$ cat src/rtl/vga_out_conditioner.sv
// vga_out_conditioner: output-side sync/video conditioner behind the scan doubler.
// Learns the incoming hsync/vsync polarities, delays vsync by one line so it
// lines up with hsync leading edges, and opens a programmable active window.
// Handshake: none; ce_pix is a plain enable and every register holds while it is low.
module vga_out_conditioner #(
  parameter logic [10:0] H_START    = 11'd144,
  parameter logic [10:0] H_END      = 11'd784,
  parameter logic [9:0]  V_START    = 10'd35,
  parameter logic [9:0]  V_END      = 10'd515,
  parameter logic        HS_OUT_POL = 1'b0,
  parameter logic        VS_OUT_POL = 1'b0
) (
  input  logic       clk_sys,
  input  logic       reset,
  input  logic       ce_pix,
  input  logic       hs_in,
  input  logic       vs_in,
  input  logic [8:0] video_in,
  output logic       hs_out,
  output logic       vs_out,
  output logic [8:0] video_out,
  output logic       blank_n
);

  function automatic logic [10:0] sat_inc11(input logic [10:0] v);
    return (v == 11'h7FF) ? v : v + 11'd1;
  endfunction

  function automatic logic [9:0] sat_inc10(input logic [9:0] v);
    return (v == 10'h3FF) ? v : v + 10'd1;
  endfunction

  // Stage 1 capture and previous samples for edge detection
  logic       hs_s1_q, vs_s1_q, hs_prev_q, vs_prev_q, hs_act_prev_q;
  logic [8:0] video_s1_q;

  // Polarity learning
  logic [10:0] hhi_q, hhi_d, hlo_q, hlo_d;
  logic [9:0]  vhi_q, vhi_d, vlo_q, vlo_d;
  logic        hpol_q, hpol_d, vpol_q, vpol_d;

  // Vsync line delay and raster counters
  logic        vs_smp_q, vs_smp_d, vs_dly_q, vs_dly_d;
  logic [10:0] hcnt_q, hcnt_d;
  logic [9:0]  vcnt_q, vcnt_d;

  // Stage 2 outputs
  logic       hs_out_q, hs_out_d, vs_out_q, vs_out_d, blank_n_q, blank_n_d;
  logic [8:0] video_out_q, video_out_d;

  logic hs_rise, vs_rise, hs_act, vs_act, hle, act;

  assign hs_rise = hs_s1_q & ~hs_prev_q;
  assign vs_rise = vs_s1_q & ~vs_prev_q;
  // Normalized syncs: 1 while the sync pulse is asserted, whatever the input polarity
  assign hs_act  = ~(hs_s1_q ^ hpol_q);
  assign vs_act  = ~(vs_s1_q ^ vpol_q);
  assign hle     = hs_act & ~hs_act_prev_q;

  // Polarity detection: the shorter phase between raw rising edges is the sync pulse
  always_comb begin
    hhi_d  = hhi_q;
    hlo_d  = hlo_q;
    hpol_d = hpol_q;
    vhi_d  = vhi_q;
    vlo_d  = vlo_q;
    vpol_d = vpol_q;
    if (hs_rise) begin
      if (hhi_q != hlo_q) hpol_d = (hhi_q < hlo_q);
      hhi_d = '0;
      hlo_d = '0;
    end else if (hs_s1_q) begin
      hhi_d = sat_inc11(hhi_q);
    end else begin
      hlo_d = sat_inc11(hlo_q);
    end
    if (vs_rise) begin
      if (vhi_q != vlo_q) vpol_d = (vhi_q < vlo_q);
      vhi_d = '0;
      vlo_d = '0;
    end else if (hle) begin
      if (vs_s1_q) vhi_d = sat_inc10(vhi_q);
      else         vlo_d = sat_inc10(vlo_q);
    end
  end

  // One-line vsync delay, raster counters and the active window on updated counts
  always_comb begin
    vs_smp_d = vs_smp_q;
    vs_dly_d = vs_dly_q;
    hcnt_d   = sat_inc11(hcnt_q);
    vcnt_d   = vcnt_q;
    if (hle) begin
      vs_smp_d = vs_act;
      vs_dly_d = vs_smp_q;
      hcnt_d   = '0;
      // A delayed-vsync rising edge starts a new frame; clear beats increment
      vcnt_d   = (vs_smp_q & ~vs_dly_q) ? '0 : sat_inc10(vcnt_q);
    end
    act = (hcnt_d >= H_START) && (hcnt_d < H_END) &&
          (vcnt_d >= V_START) && (vcnt_d < V_END);
    hs_out_d    = hs_act   ? HS_OUT_POL : ~HS_OUT_POL;
    vs_out_d    = vs_dly_d ? VS_OUT_POL : ~VS_OUT_POL;
    blank_n_d   = act;
    video_out_d = act ? video_s1_q : 9'h000;
  end

  // All state advances on pixel strobes only; reset is immediate
  always_ff @(posedge clk_sys or posedge reset) begin
    if (reset) begin
      hs_s1_q       <= 1'b0;
      vs_s1_q       <= 1'b0;
      hs_prev_q     <= 1'b0;
      vs_prev_q     <= 1'b0;
      hs_act_prev_q <= 1'b0;
      video_s1_q    <= '0;
      hhi_q         <= '0;
      hlo_q         <= '0;
      vhi_q         <= '0;
      vlo_q         <= '0;
      hpol_q        <= 1'b0;
      vpol_q        <= 1'b0;
      vs_smp_q      <= 1'b0;
      vs_dly_q      <= 1'b0;
      hcnt_q        <= '0;
      vcnt_q        <= '0;
      hs_out_q      <= ~HS_OUT_POL;
      vs_out_q      <= ~VS_OUT_POL;
      blank_n_q     <= 1'b0;
      video_out_q   <= '0;
    end else if (ce_pix) begin
      hs_s1_q       <= hs_in;
      vs_s1_q       <= vs_in;
      hs_prev_q     <= hs_s1_q;
      vs_prev_q     <= vs_s1_q;
      hs_act_prev_q <= hs_act;
      video_s1_q    <= video_in;
      hhi_q         <= hhi_d;
      hlo_q         <= hlo_d;
      vhi_q         <= vhi_d;
      vlo_q         <= vlo_d;
      hpol_q        <= hpol_d;
      vpol_q        <= vpol_d;
      vs_smp_q      <= vs_smp_d;
      vs_dly_q      <= vs_dly_d;
      hcnt_q        <= hcnt_d;
      vcnt_q        <= vcnt_d;
      hs_out_q      <= hs_out_d;
      vs_out_q      <= vs_out_d;
      blank_n_q     <= blank_n_d;
      video_out_q   <= video_out_d;
    end
  end

  assign hs_out    = hs_out_q;
  assign vs_out    = vs_out_q;
  assign blank_n   = blank_n_q;
  assign video_out = video_out_q;

endmodule

$ cat config.mk
export PLATFORM = sky130hd
export DESIGN_NAME = vga_out_conditioner
export DESIGN_NICKNAME = d
export VERILOG_FILES = /design/src/rtl/vga_out_conditioner.sv
export SDC_FILE = /design/constraint.sdc
export NUM_CORES = 1
export LEC_CHECK = 0
export ABC_AREA = 1
export CAP_MARGIN = 25
export CELL_PAD_IN_SITES_DETAIL_PLACEMENT = 1
export CELL_PAD_IN_SITES_GLOBAL_PLACEMENT = 2
export CORE_UTILIZATION = 32
export CTS_CLUSTER_DIAMETER = 40
export DETAILED_ROUTE_END_ITERATION = 8
export GPL_ROUTABILITY_DRIVEN = 0
export MAX_ROUTING_LAYER = met4
export PLACE_DENSITY_LB_ADDON = 0.1
export SYNTH_ARGS = -nofsm -noshare
export SYNTH_HDL_FRONTEND = slang
export SYNTH_SLANG_ARGS = --single-unit
$ cat constraint.sdc
create_clock -name clk_sys -period 3.2 [get_ports clk_sys]
set_clock_uncertainty 0.15 [all_clocks]
set_input_delay 0.8 -clock clk_sys [delete_from_list [all_inputs] [get_ports clk_sys]]
set_output_delay 0.8 -clock clk_sys [all_outputs]
set_load 0.02 [all_outputs]
==> results, run 1 <==
- The run finished with clean final reports.
- The number of buffers between clock root and the deepest sink is 2.
- The first-pass GRT wire length is roughly 25 mm.
- In the synthesized netlist, the cells that appear most often are nand2_1 (197), inv_1 (96), dfrtp_1 (91).
- For this configuration, the core starts out at a cell density of between 30% and 40%.
- Counting every sink on the clock net gives 93.
- The data arrival time of the critical path is around 2700 ps.
- The number of vias per cell after detailed routing is about 4.9.
- The final count of hold timing violations is 0.
- The overall die area is 17540 um^2.
- The worst ir drop on vdd is 0.0002756 V.
- The half-perimeter wire length after detailed placement is between 10 and 15 mm.
- The library cell with the largest summed area after synthesis is dfrtp_1.
- The area share of the leading cell type in the synthesized netlist is between 40% and 50%.
- The floorplan step defined a core boundary enclosing between 15000 and 20000 um^2.
- Across the run, the number of max-cap violations was 0.
- The synthesized netlist occupies a cell area of between 5000 and 6000 um^2.
- Setup repair after global routing left no endpoint under its margin.
- The die is 132.4 um wide.
- The post-synthesis async set-or-reset flop share is 100.0%.
- After synthesis, the cell types taking the most area are dfrtp_1 (42%), nand2_1 (14%), inv_1 (6.6%).
- The number of instances resized during post-cts repair is 0.
- In the synthesized netlist the dominant register cell turns out to be dfrtp_1.
- In this run the static leakage power is around 3.0 nW.
- Summed over all failing endpoints, the final setup total negative slack is 0 ps.
- The data required time at the worst endpoint is 3340 ps.
- The nature of the critical path endpoint is a register.
- The average routed wire per standard cell is between 10 and 15 um.
- The tree is rooted in a clkbuf_16.
- The number of nets handed over by synthesis was 765.
- The detail route stage leaves a number of antenna-violating nets equal to 0.
- The gate count of the mapped netlist is approximately 720.
- The clock reaches the later pin of the worst-skew pair after roughly 350 ps.
- The first detailed-routing pass ran for 4 iterations.
- Entering global routing, the biggest net connects slightly below 50 pins.
- After global routing the overflow that remains totals 0.
- The fraction of met2 tracks used by global routing is roughly 30%.
- The overall die height is about 130 um.
- Static timing analysis puts the maximum clock frequency at between 300 and 400 MHz.
- In this run the worst hold path is classified as reg2reg.
- The TritonCTS clock tree is yes.
- The via count of the first global-routing pass is around 5100.
- The CTS H-tree depth is 3.
- Yosys printed 0 warnings.
- The area overhead of the layout relative to synthesis is 16.82%.
- The final count of pins violating max slew is 0.
- The clock slew seen by the registers of the worst setup and hold paths is approximately 70 ps.
- Buffers added to address setup during post-CTS repair amount to 0.
- The combined global-route utilization of all metal layers is approximately a fifth.
- The count of antenna diodes in the layout is 0.
- The worst setup path is of the reg2reg kind.
- After detailed routing, the number of remaining DRC violations is 0.
- The number of different library cells in the post-synthesis netlist is 39.
- The most common cell in the synthesized netlist is nand2_1.
- The flip-flop and latch count after synthesis is 93.
- Cells with a size suffix above 1 make up under 10% of the layout.
- The power per standard cell area is ~730 nW/um^2.
- The number of setup violations in the final report is 0.
- Row generation in the floorplan step produced 47 rows.
- The number of antenna violations at the first check in global routing came to 0.
- The fraction of met3 tracks used by global routing is 2.299%.
- The total length of routed wires is about 14 mm.
- The initial DRC count is around 230.
- The number of buffers added by the clock tree synthesis step is 9.
- Averaged over all synthesized cells, the footprint is approximately 7.5 um^2.
- Along the worst path, the maximum fanout reaches 10.
- For met1 alone, demand over resource in global routing was around 25%.
- The post-route total power is roughly 4.6 mW.
- The critical path startpoint category is a register.
- The number of enable flip-flop cells after synthesis is 0.
- The number of hold buffers added after CTS was 0.
- The number of buffers inserted by port buffering is 25.
- The final route contains 4809 vias.
- Summing the sequential cell areas from Yosys gives a little over two fifths of the chip area.
- Dividing the final minimum period by the clock period gives between 70 and 80%.
- The count of boundary I/O pins is 26.
- The global routing's busiest layer is met2.
- The final net count is 795.
- The tightest slew margin relative to the limit is 53.72%.
- The reg-to-reg setup timing slack is between 600 and 700 ps.
- At the pin with the least slew margin, the transition time is 692.7 ps.
- The clock period minus worst slack is between 2000 and 3000 ps.
-- critical path, cell delays in order (launching register included) --
cell and delay [ps]:
dfrtp_1 520, ha_1 260, nand2_1 120, nor2_4 180, nand3_2 230, inv_2 140
o21ai_0 130, nand3_1 150, nand3_1 90, nand2_1 70, nand2_1 60, inv_2 170
nand3_1 120, nand2_1 80
-- placed cells by master, fill, tap and decap left out, types with 2 or more instances in the layout --
cell type | synthesis | layout
nor3b_1 | 2 | 2
nand3_2 | 5 | 5
buf_12 | 0 | 3
inv_1 | 96 | 95
nor3_1 | 21 | 21
buf_4 | 1 | 5
nor2_4 | 3 | 3
o21ai_0 | 54 | 54
ha_1 | 27 | 27
clkinvlp_4 | 0 | 2
o21a_1 | 3 | 3
nand3_1 | 61 | 61
clkdlybuf4s50_1 | 0 | 25
nor2_2 | 4 | 4
o22ai_1 | 5 | 5
or2_1 | 2 | 2
o21ai_1 | 4 | 4
bufinv_16 | 0 | 3
a21oi_1 | 33 | 33
xor2_1 | 8 | 8
clkinv_4 | 1 | 4
nor4_1 | 7 | 7
nand2_2 | 6 | 6
o31ai_1 | 3 | 3
nand2_1 | 197 | 197
inv_2 | 3 | 3
clkbuf_16 | 0 | 9
a211oi_1 | 2 | 2
nand4_1 | 11 | 11
o211a_1 | 2 | 2
dfrtp_1 | 91 | 91
nor2_1 | 47 | 47
dfstp_2 | 2 | 2
a31oi_1 | 2 | 2
-- power breakdown --
part / internal, mW / leakage (nW) / switching [mW]
Clock: 0.768 / 0.166 / 0.506
Sequential: 1.45 / 1.23 / 0.263
Combinational: 0.601 / 1.56 / 1.04
Total: 2.82 / 2.95 / 1.81
-- through the flow --
stage               instances  util [%]  worst slack, ps  hold slack (ps)  instance area [um^2]
floorplan                 724         -            985.1            292.7                  5448
global placement          963     36.25            348.8            307.3                  6011
detailed placement        963     36.25            284.7            311.4                  6011
CTS                       979     38.35            667.0            330.8                  6360
global route              979     38.35            430.2            347.8                  6360
finish                    979     38.35            675.0            329.0                  6360
-- metal layers --
| layer | share of wire [%] | vias up | wire length (um) |
|---|---|---|---|
| met3 | 1.5 | 14 | 212 |
| met5 | 0 | - | 0 |
| met1 | 51 | 2342 | 7383 |
| met4 | 1.5 | 0 | 212 |
| met2 | 46 | 27 | 6671 |
| li1 | - | 2426 | - |
-- final cells by class --
class | count | area [um^2]
inverter | 100 | 384.1
clock buffer | 9 | 225.2
tap | 220 | 275.3
clock inverter | 7 | 123.9
multi-input combinational | 517 | 2674
sequential | 93 | 2330
fill | 2078 | 10220
timing repair buffer | 33 | 347.8
-- final timing paths --
check / depth (start not counted) / start / endpoint
hold / removal: 2 / video_s1_q[5] / video_s1_q[5]
hold reg to reg: 2 / video_s1_q[5] / video_s1_q[5]
setup reg to reg: 13 / hcnt_q[0] / video_out[2]
min in group asynchronous: 2 / reset / hcnt_q[3]
setup / recovery: 13 / hcnt_q[0] / video_out[2]
max in group asynchronous: 3 / reset / hhi_q[2]
-- logic make-up after synthesis --
kind of cell / after synthesis / synth area share, %
simple gates: 369 / 30.20
buf+inv: 114 / 8.090
compound gates: 112 / 11.26
flops: 93 / 42.79
fa+ha+maj: 27 / 6.205
xor+xnor: 9 / 1.448
-- flip-flops by register name, summed over array words and instances (netlist names), 9 cells and up --
| name | flops |
|---|---|
| hcnt_q | 11 |
| hhi_q | 11 |
| hlo_q | 11 |
| vcnt_q | 10 |
| vhi_q | 10 |
| vlo_q | 10 |
| video_out | 9 |
| video_s1_q | 9 |
(Power assumes the default switching activity.)
==> run 2, diff against run 1 <==
Clock period 3.2 ns to 2.3 ns, I/O delays scaled along.
==> run 2 against run 1 <==
Against the previous run:
- register-to-register slack worse by 510 ps
- highest routed layer unchanged
- die area stayed put
- critical path depth down 12
- clock-buffer cell count rose by 1
- critical endpoint is now vs_out
==> results, run 2 (synthesis results as in run 1) <==
- The logic gate share of total power is 41.3% (+5.8 points).
- The floorplan row count is 47 (unchanged).
- The share of the core filled with cells was 40.63% (+2.3 points).
- The overall die area is 17540 um^2 (unchanged).
- The count of boundary I/O pins is 26 (unchanged).
- The number of antenna violations at the first check in global routing is 0 (unchanged).
- The number of setup violations in the final report is 0 (unchanged).
- The remaining number of nets flagged by the antenna check after routing is 0 (unchanged).
- The power per standard cell area came to 1009 nW/um^2 (+38%).
- The final worst slack is 105.3 ps (-569.7 ps).
- The final net count is 837 (+5.3%).
- The proportion of power drawn by flip-flops and latches is 34.6% (-2.4 points).
- The share of layout cells above drive strength 1 came to 13.00% (+6.4 points).
- The count of TritonRoute iterations in the first routing pass is 4 (unchanged).
- The post-route total power is 6.801 mW (+47%).
- The data arrival time of the critical path is 1470 ps (-1190 ps).
- The run finished with clean final reports.
- In the layout the commonest cells are nand2_1 (194), inv_1 (95), dfrtp_1 (90).
- The largest stage delay on the critical path is 590 ps (+70 ps).
- The register cell area after layout is 2331 um^2 (about the same).
- The static leakage was 3.167 nW (+7.3%).
- The number of buffers added by the clock tree synthesis step is 9 (unchanged).
- The worst setup slack after placement is -215.4 ps (-500.1 ps).
- The number of buffers between clock root and the deepest sink is 2 (unchanged).
- The switching power total is 2.633 mW (+45%).
- The via count of the first global-routing pass is 5340 (+5.7%).
- The cell at the root of the clock tree is clkbuf_16.
- The category of the most critical setup path is reg2out.
- The design internal power was 4.168 mW (+48%).
- The final count of hold timing violations was 0 (unchanged).
- The total negative setup slack is 0 ps (unchanged).
- The total of max-cap violations was 0 (unchanged).
- The transition at the pin with the smallest max-transition slack is 515.4 ps (-177.3 ps).
- The largest registers in the layout are hcnt_q x11, hhi_q x11, hlo_q x11.
- The worst setup path is captured at a primary output.
- The final cell count without fillers is 1020 (+4.2%).
- The fraction of power consumed by the clock network is 24.2% (-3.3 points).
- The worst-case hold slack was 325.7 ps (-3.338 ps).
- The width of the die is 132.4 um (unchanged).
- The initial DRC count is 216 (-4.4%).
- The half-perimeter wire length after detailed placement is 11.72 mm (+9.3%).
- The number of design rule violations left after detail routing is 0 (unchanged).
- The worst-path maximum fanout is 2 (-8).
- The cell count after placement is 1003 (+4.2%).
- The count of buffering cells on the critical path with inverters included is 1 (-1).
- The worst ir drop on vdd came to 0.0004612 V (+67%).
- The footprint of the multi-input gates is 2745 um^2 (+2.7%).
- Leaving out fill and tap cells, the most frequent cell in the layout is nand2_1.
- The TritonCTS sink count is 93 (unchanged).
- The tightest min-delay check is of the reg2reg type.
- The via total after detailed routing is 4972 (+3.4%).
- The first-pass GRT wire length is 26.10 mm (+2.7%).
- The floorplan core area is 16580 um^2 (unchanged).
- The summed area of non-filler cells in the final layout is 6738 um^2 (+5.9%).
- The global route total overflow is 0 (unchanged).
- The data required time at the worst endpoint is 1570 ps (-1770 ps).
- The overall die height was 132.4 um (unchanged).
- The number of buffers inserted by hold repair at cts is 0 (unchanged).
- The pin count of the biggest net entering global routing came to 38 (-22%).
- The TritonCTS clock tree is yes.
- The number of vias per cell after detailed routing is 4.875 (-0.77%).
- The critical path startpoint category is a register.
- The average routed wire per standard cell was 14.92 um (+0.85%).
- The tightest slew margin relative to the limit is 65.32% (+12 points).
- The routed design could run at a clock period as short as ~2200 ps.
- The number of buffers inserted by port buffering came to 25 (unchanged).
- The clock insertion delay at the later pin of the skew report is 350 ps (about the same).
- The kind of cell with the highest combined delay along the critical path is buffers and inverters.
- Setup repair after global routing could not meet its margin everywhere.
- The combined global-route utilization of all metal layers is 19.14% (+0.48 points).
- The count of antenna diodes in the layout is 0 (unchanged).
- Walking the worst path, the cells encountered are clkdlybuf4s50_1.
- The clock slew seen by the registers of the worst setup and hold paths is 70 ps (about the same).
- The total length of routed wires is 15.22 mm (+5.1%).
- The part of the cycle the worst path needs is roughly 95%.
- The peak clock frequency supported by timing is ~460 MHz.
- The area overhead of the layout relative to synthesis is 23.76%.
- The switching share of power was 38.72% (-0.39 points).
- The CTS H-tree depth is 3 (unchanged).
- The initial cell density of the core is 32.83% (unchanged).
- For this design, the slowest cell found on the critical path is clkdlybuf4s50_1.
- The final count of pins violating max slew came to 0 (unchanged).
- The area after detailed placement is 6324 um^2 (+5.2%).
- The number of fillers in the final layout is 2072 (-0.29%).
run 2: cell types whose count changed in the layout (fill, tap and decap cells not counted), moves of 3 or more:
cell,change
nor2_1,-4
nand2_1,-3
nor3_2,+3
nor3_1,-3
buf_4,+41
run 2: final timing paths:
| check | startpoint | end | slack, ps | cells after the start |
|---|---|---|---|---|
| max | vs_out | vs_out | 110 | 1 |
| min | video_s1_q[2] | video_s1_q[2] | 330 | 2 |
| max reg2reg | vcnt_q[0] | video_out[3] | 160 | 14 |
| min reg2reg | video_s1_q[2] | video_s1_q[2] | 330 | 2 |
| max in group asynchronous | reset | hlo_q[3] | 970 | 3 |
| min in group asynchronous | reset | hcnt_q[0] | 500 | 2 |
run 2: power by group through the flow:
stage / Clock (mW) / Combinational (mW) / Sequential [mW]
6_report: 1.64 / 2.81 / 2.35
5_1_grt: 1.77 / 3.17 / 2.41
4_1_cts: 1.71 / 2.77 / 2.34
3_5_place_dp: 0 / 2.75 / 2.37
3_3_place_gp: 0 / 2.65 / 2.36
2_1_floorplan: 0 / 1.55 / 2.40
run 2: routing by layer:
layer	GRT usage (%)	wire length, um	up-vias
li1	-	-	2511
met1	23.50	7253	2421
met2	32.92	7562	27
met3	2.644	225	13
met4	5.045	174	0
met5	-	0	-
run 2: final cells by class:
class,count,area share (%)
clock buffer,10,3.547
clock inverter,5,1.263
inverter,100,5.738
multi-input combinational,517,40.74
sequential,93,34.60
tap,220,4.085
timing repair buffer,75,10.03
run 2: worst register-to-register path, stage by stage (launching register included):
cell and delay [ps]:
dfrtp_1 420, ha_4 190, nand3_4 100, nor2_4 50, nand2_4 100, nand2_2 90, or2_1 250, nand3_2 80
nand3_2 100, nand2_1 90, nand2_1 90, nor2_4 110, buf_12 140, nand3_1 80, nand2_1 60
run 2: repair_timing:
item | in CTS | in global routing
setup buffers | 0 | 2
endpoints found under the hold margin | 0 | 0
endpoints found under the setup margin | 0 | 21
gates resized for setup | 0 | 20
==> run 3, diff against run 2 <==
Settings changed: ABC_AREA 1 to not set, CORE_UTILIZATION 32 to 35, CTS_CLUSTER_DIAMETER 40 to 30.
==> run 3 against run 2 <==
Against the previous run:
- the run now ends with negative setup slack left
- critical path depth up 8
- sequential share of layout area down 0.38 points
- first-iteration DRC count down 13%
- area after synthesis down 3.8%
- die area down 12%
- critical path type is now reg2reg
==> results, run 3 <==
- The worst-case hold slack was 342.4 ps (+16.73 ps).
- The half-perimeter wire length after detailed placement is 10.92 mm (-6.8%).
- The tightest slew margin relative to the limit was 68.44% (+3.1 points).
- The number of design rule violations left after detail routing is 0 (unchanged).
- The worst hold path belongs to the class reg2reg.
- The clock period minus worst slack is 2419 ps (+224.1 ps).
- The worst setup path is captured at a register.
- The cell at the root of the clock tree is clkbuf_16.
- The floorplan row count is 44 (-6.4%).
- The number of enable flip-flop cells after synthesis came to 0 (unchanged).
- The gate count of the mapped netlist is 565 (-22%).
- The cell count after placement is 840 (-16%).
- The post-synthesis instance area is 5239 um^2 (-3.8%).
- The share of synthesized area occupied by flip-flops and latches is 44.47% (+1.7 points).
- The pin count of the biggest net entering global routing is 36 (-5.3%).
- The total length of routed wires is 14.32 mm (-5.9%).
- The number of vias per cell after detailed routing was 5.307 (+8.9%).
- The number of buffers added by the clock tree synthesis step came to 9 (unchanged).
- The CTS H-tree depth is 3 (unchanged).
- The share of layout cells above drive strength 1 is 21.93% (+8.9 points).
- The number of warning messages in the yosys log was 0 (unchanged).
- From synthesis to final layout, the design area changed by 30.19%.
- The width of the die is 124.3 um (-6.1%).
- The startpoint identified for the worst register-to-register timing path is vcnt_q[1].
- The clock slew seen by the registers of the worst setup and hold paths was 70 ps (about the same).
- The clock insertion delay at the later pin of the skew report was 350 ps (about the same).
- The register cell area after layout is 2333 um^2 (+0.11%).
- The flip-flop and latch count after synthesis is 93 (unchanged).
- The number of fillers in the final layout is 1687 (-19%).
- The overall die area is 15460 um^2 (-12%).
- The via count of the first global-routing pass came to 4904 (-8.2%).
- The most used standard cell by instance count after synthesis is dfrtp_1.
- The global route total overflow came to 0 (unchanged).
- The via total after detailed routing is 4559 (-8.3%).
- After global routing, the most crowded layer is met2.
- Leaving out fill and tap cells, the most frequent cell in the layout is dfrtp_1.
- Ranked by instance count, the synthesized netlist is headed by dfrtp_1 (91), nand2_1 (58), nor2_1 (53).
- The final reports fail on negative setup slack.
- The worst ir drop on vdd was 0.0004211 V (-8.7%).
- The synthesized area divided by synthesized cell count is 9.272 um^2 (+23%).
- The count of boundary I/O pins is 26 (unchanged).
- By area the synthesized netlist is led by dfrtp_1 (43%), ha_1 (6.4%), nand2_1 (4.2%).
- The initial cell density of the core is 35.91% (+3.1 points).
- The number of cells on the worst hold path is 1 (-1).
- The final net count was 711 (-15%).
- The category of the most critical setup path is reg2reg.
- The worst hold path begins at video_out[4].
- The final cell count without fillers is 859 (-16%).
- The number of buffers inserted by port buffering was 25 (unchanged).
- The largest registers in the layout are hcnt_q x11, hhi_q x11, hlo_q x11.
- The met1 usage was 26.00% (+2.5 points).
- The count of TritonRoute iterations in the first routing pass was 4 (unchanged).
- The fraction of met2 tracks used by global routing is 32.79% (-0.13 points).
- The floorplan core area was 14590 um^2 (-12%).
- The data arrival time of the critical path came to 2500 ps (+1030 ps).
- The transition at the pin with the smallest max-transition slack is 469.1 ps (-46.31 ps).
- The initial DRC count is 187 (-13%).
- The total of max-cap violations is 0 (unchanged).
- The overall die height was 124.3 um (-6.1%).
- The final count of hold timing violations was 0 (unchanged).
- The post-synthesis async set-or-reset flop share is 100.0% (unchanged).
- The footprint of the multi-input gates is 2867 um^2 (+4.4%).
- Leaving out fill and tap cells, the most frequent cells in the layout are dfrtp_1 (88), buf_4 (85), nand2_1 (56).
- The worst reg2reg path depth is 9 (-5).
- Setup repair after global routing could not meet its margin everywhere.
- The endpoint identified for the worst register-to-register timing path is video_out[8].
- The flow ran to the end, but the final reports show violations.
- The number of setup violations in the final report is 10 (+10).
- The first-pass GRT wire length came to 24.61 mm (-5.7%).
- The number of different library cells in the post-synthesis netlist is 60 (+54%).
- The endpoint with the worst hold slack is video_out[4].
- The number of antenna violations at the first check in global routing came to 0 (unchanged).
- The worst-path maximum fanout is 10 (+8).
- The net count after synthesis is 606 (-21%).
- The static leakage is 3.036 nW (-4.2%).
- The data required time at the worst endpoint came to 2380 ps (+810 ps).
- The total negative setup slack was -1063 ps (-1063 ps).
- Summed over all instances, the cell type with the most area after synthesis is dfrtp_1.
- The number of buffers inserted by hold repair at cts is 0 (unchanged).
- The critical path startpoint category is a register.
- The part of the cycle the worst path needs is 105.2% (+9.7 points).
- The power per standard cell area is 830.2 nW/um^2 (-18%).
- The most frequently used flop master after synthesis is dfrtp_1.
- The average routed wire per standard cell was 16.66 um (+12%).
- The fraction of met3 tracks used by global routing is 2.577% (-0.066 points).
- The remaining number of nets flagged by the antenna check after routing was 0 (unchanged).
- The reg-to-reg setup timing slack is -120 ps (-280 ps).
- The final count of pins violating max slew came to 0 (unchanged).
- The combined global-route utilization of all metal layers is 20.16% (+1.0 points).
- TritonCTS built the clock tree.
- The TritonCTS sink count is 93 (unchanged).
- The count of antenna diodes in the layout was 0 (unchanged).
- The final worst slack was -118.8 ps (-224.1 ps).
- The peak clock frequency supported by timing is 413.4 MHz (-9.3%).
- The area share of the leading cell type in the synthesized netlist came to 43.47% (+1.6 points).
- The number of buffers between clock root and the deepest sink is 2 (unchanged).
run 3: changes by cell type after synthesis, moves of 7 or more:
cell	delta
nand2_1	-139
inv_1	-52
nand3_1	-35
xnor2_1	+18
o21ai_0	-13
o2bb2ai_1	+10
a21oi_1	-9
a21o_1	+8
and3_1	+8
and4_1	+8
nor3_1	-7
run 3: cell families (layout without fill, tap and decap cells):
logic type               count (synthesis)  in the layout  synth area share, %
AND/OR/NAND/NOR                        209            209                19.75
AO/OA/AOI/OAI                          129            129                16.74
flip-flops                              93             93                44.47
buffers and inverters                   63            173                4.681
XOR/XNOR                                33             33                5.660
adder cells (fa/ha/maj)                 27             27                6.448
multiplexers                            11             11                2.245
run 3: timing repair:
item,in CTS,in global routing
pin swaps,1,6
setup buffers,2,1
setup endpoints to repair,16,23
resized for setup,17,15
run 3: where the power goes:
part / total [mW] / internal (mW) / switching (mW) / leakage [nW]
registers: 2.13 / 1.87 / 0.260 / 1.24
clock network: 1.53 / 0.871 / 0.654 / 0.143
logic: 2.00 / 0.979 / 1.02 / 1.66
run 3: worst max path at each step:
| stage | from | end | slack, ps | cells after the start |
|---|---|---|---|---|
| CTS | hs_s1_q | video_out[8] | -130 | 9 |
| detailed placement | hs_s1_q | video_out[2] | -330 | 7 |
| floorplan | ce_pix | vlo_q[4] | 10 | 6 |
| finish | vcnt_q[1] | video_out[8] | -120 | 9 |
| global route | vcnt_q[1] | video_out[8] | -230 | 10 |
| global placement | hs_s1_q | video_out[2] | -280 | 7 |
run 3: critical path: stages, from the launching register on:
cell and delay (ps):
dfrtp_1 390, buf_4 140, and4b_1 210, and3_4 200
a221oi_4 310, nor4b_4 100, and4b_1 230, o311ai_4 310
buf_12 180, o2bb2ai_1 70
run 3: cell type report:
class | count | area share, %
Timing Repair Buffer | 112 | 13.54
Sequential cell | 93 | 34.21
Inverter | 45 | 2.532
Clock inverter | 4 | 0.6971
Tap cell | 184 | 3.376
Clock buffer | 12 | 3.614
Multi-Input combinational cell | 409 | 42.03
run 3: metal layers:
metal,vias to the layer above,part of all wire [%],wire length [um]
met5,-,0,0
met4,0,1.3,193
met3,16,1.4,196
li1,2229,-,-
met2,32,48,6934
met1,2282,49,6990
run 3: metrics by stage:
step	area [um^2]	worst slack [ps]	util (%)	power [mW]
2_1_floorplan	5266	10.08	-	3.142
3_5_place_dp	6306	-327.8	43.22	4.025
5_1_grt	6820	-232.5	46.75	6.012
6_report	6820	-118.8	46.75	5.662
4_1_cts	6725	-132.1	46.10	5.671
3_3_place_gp	6306	-276.4	43.22	3.947
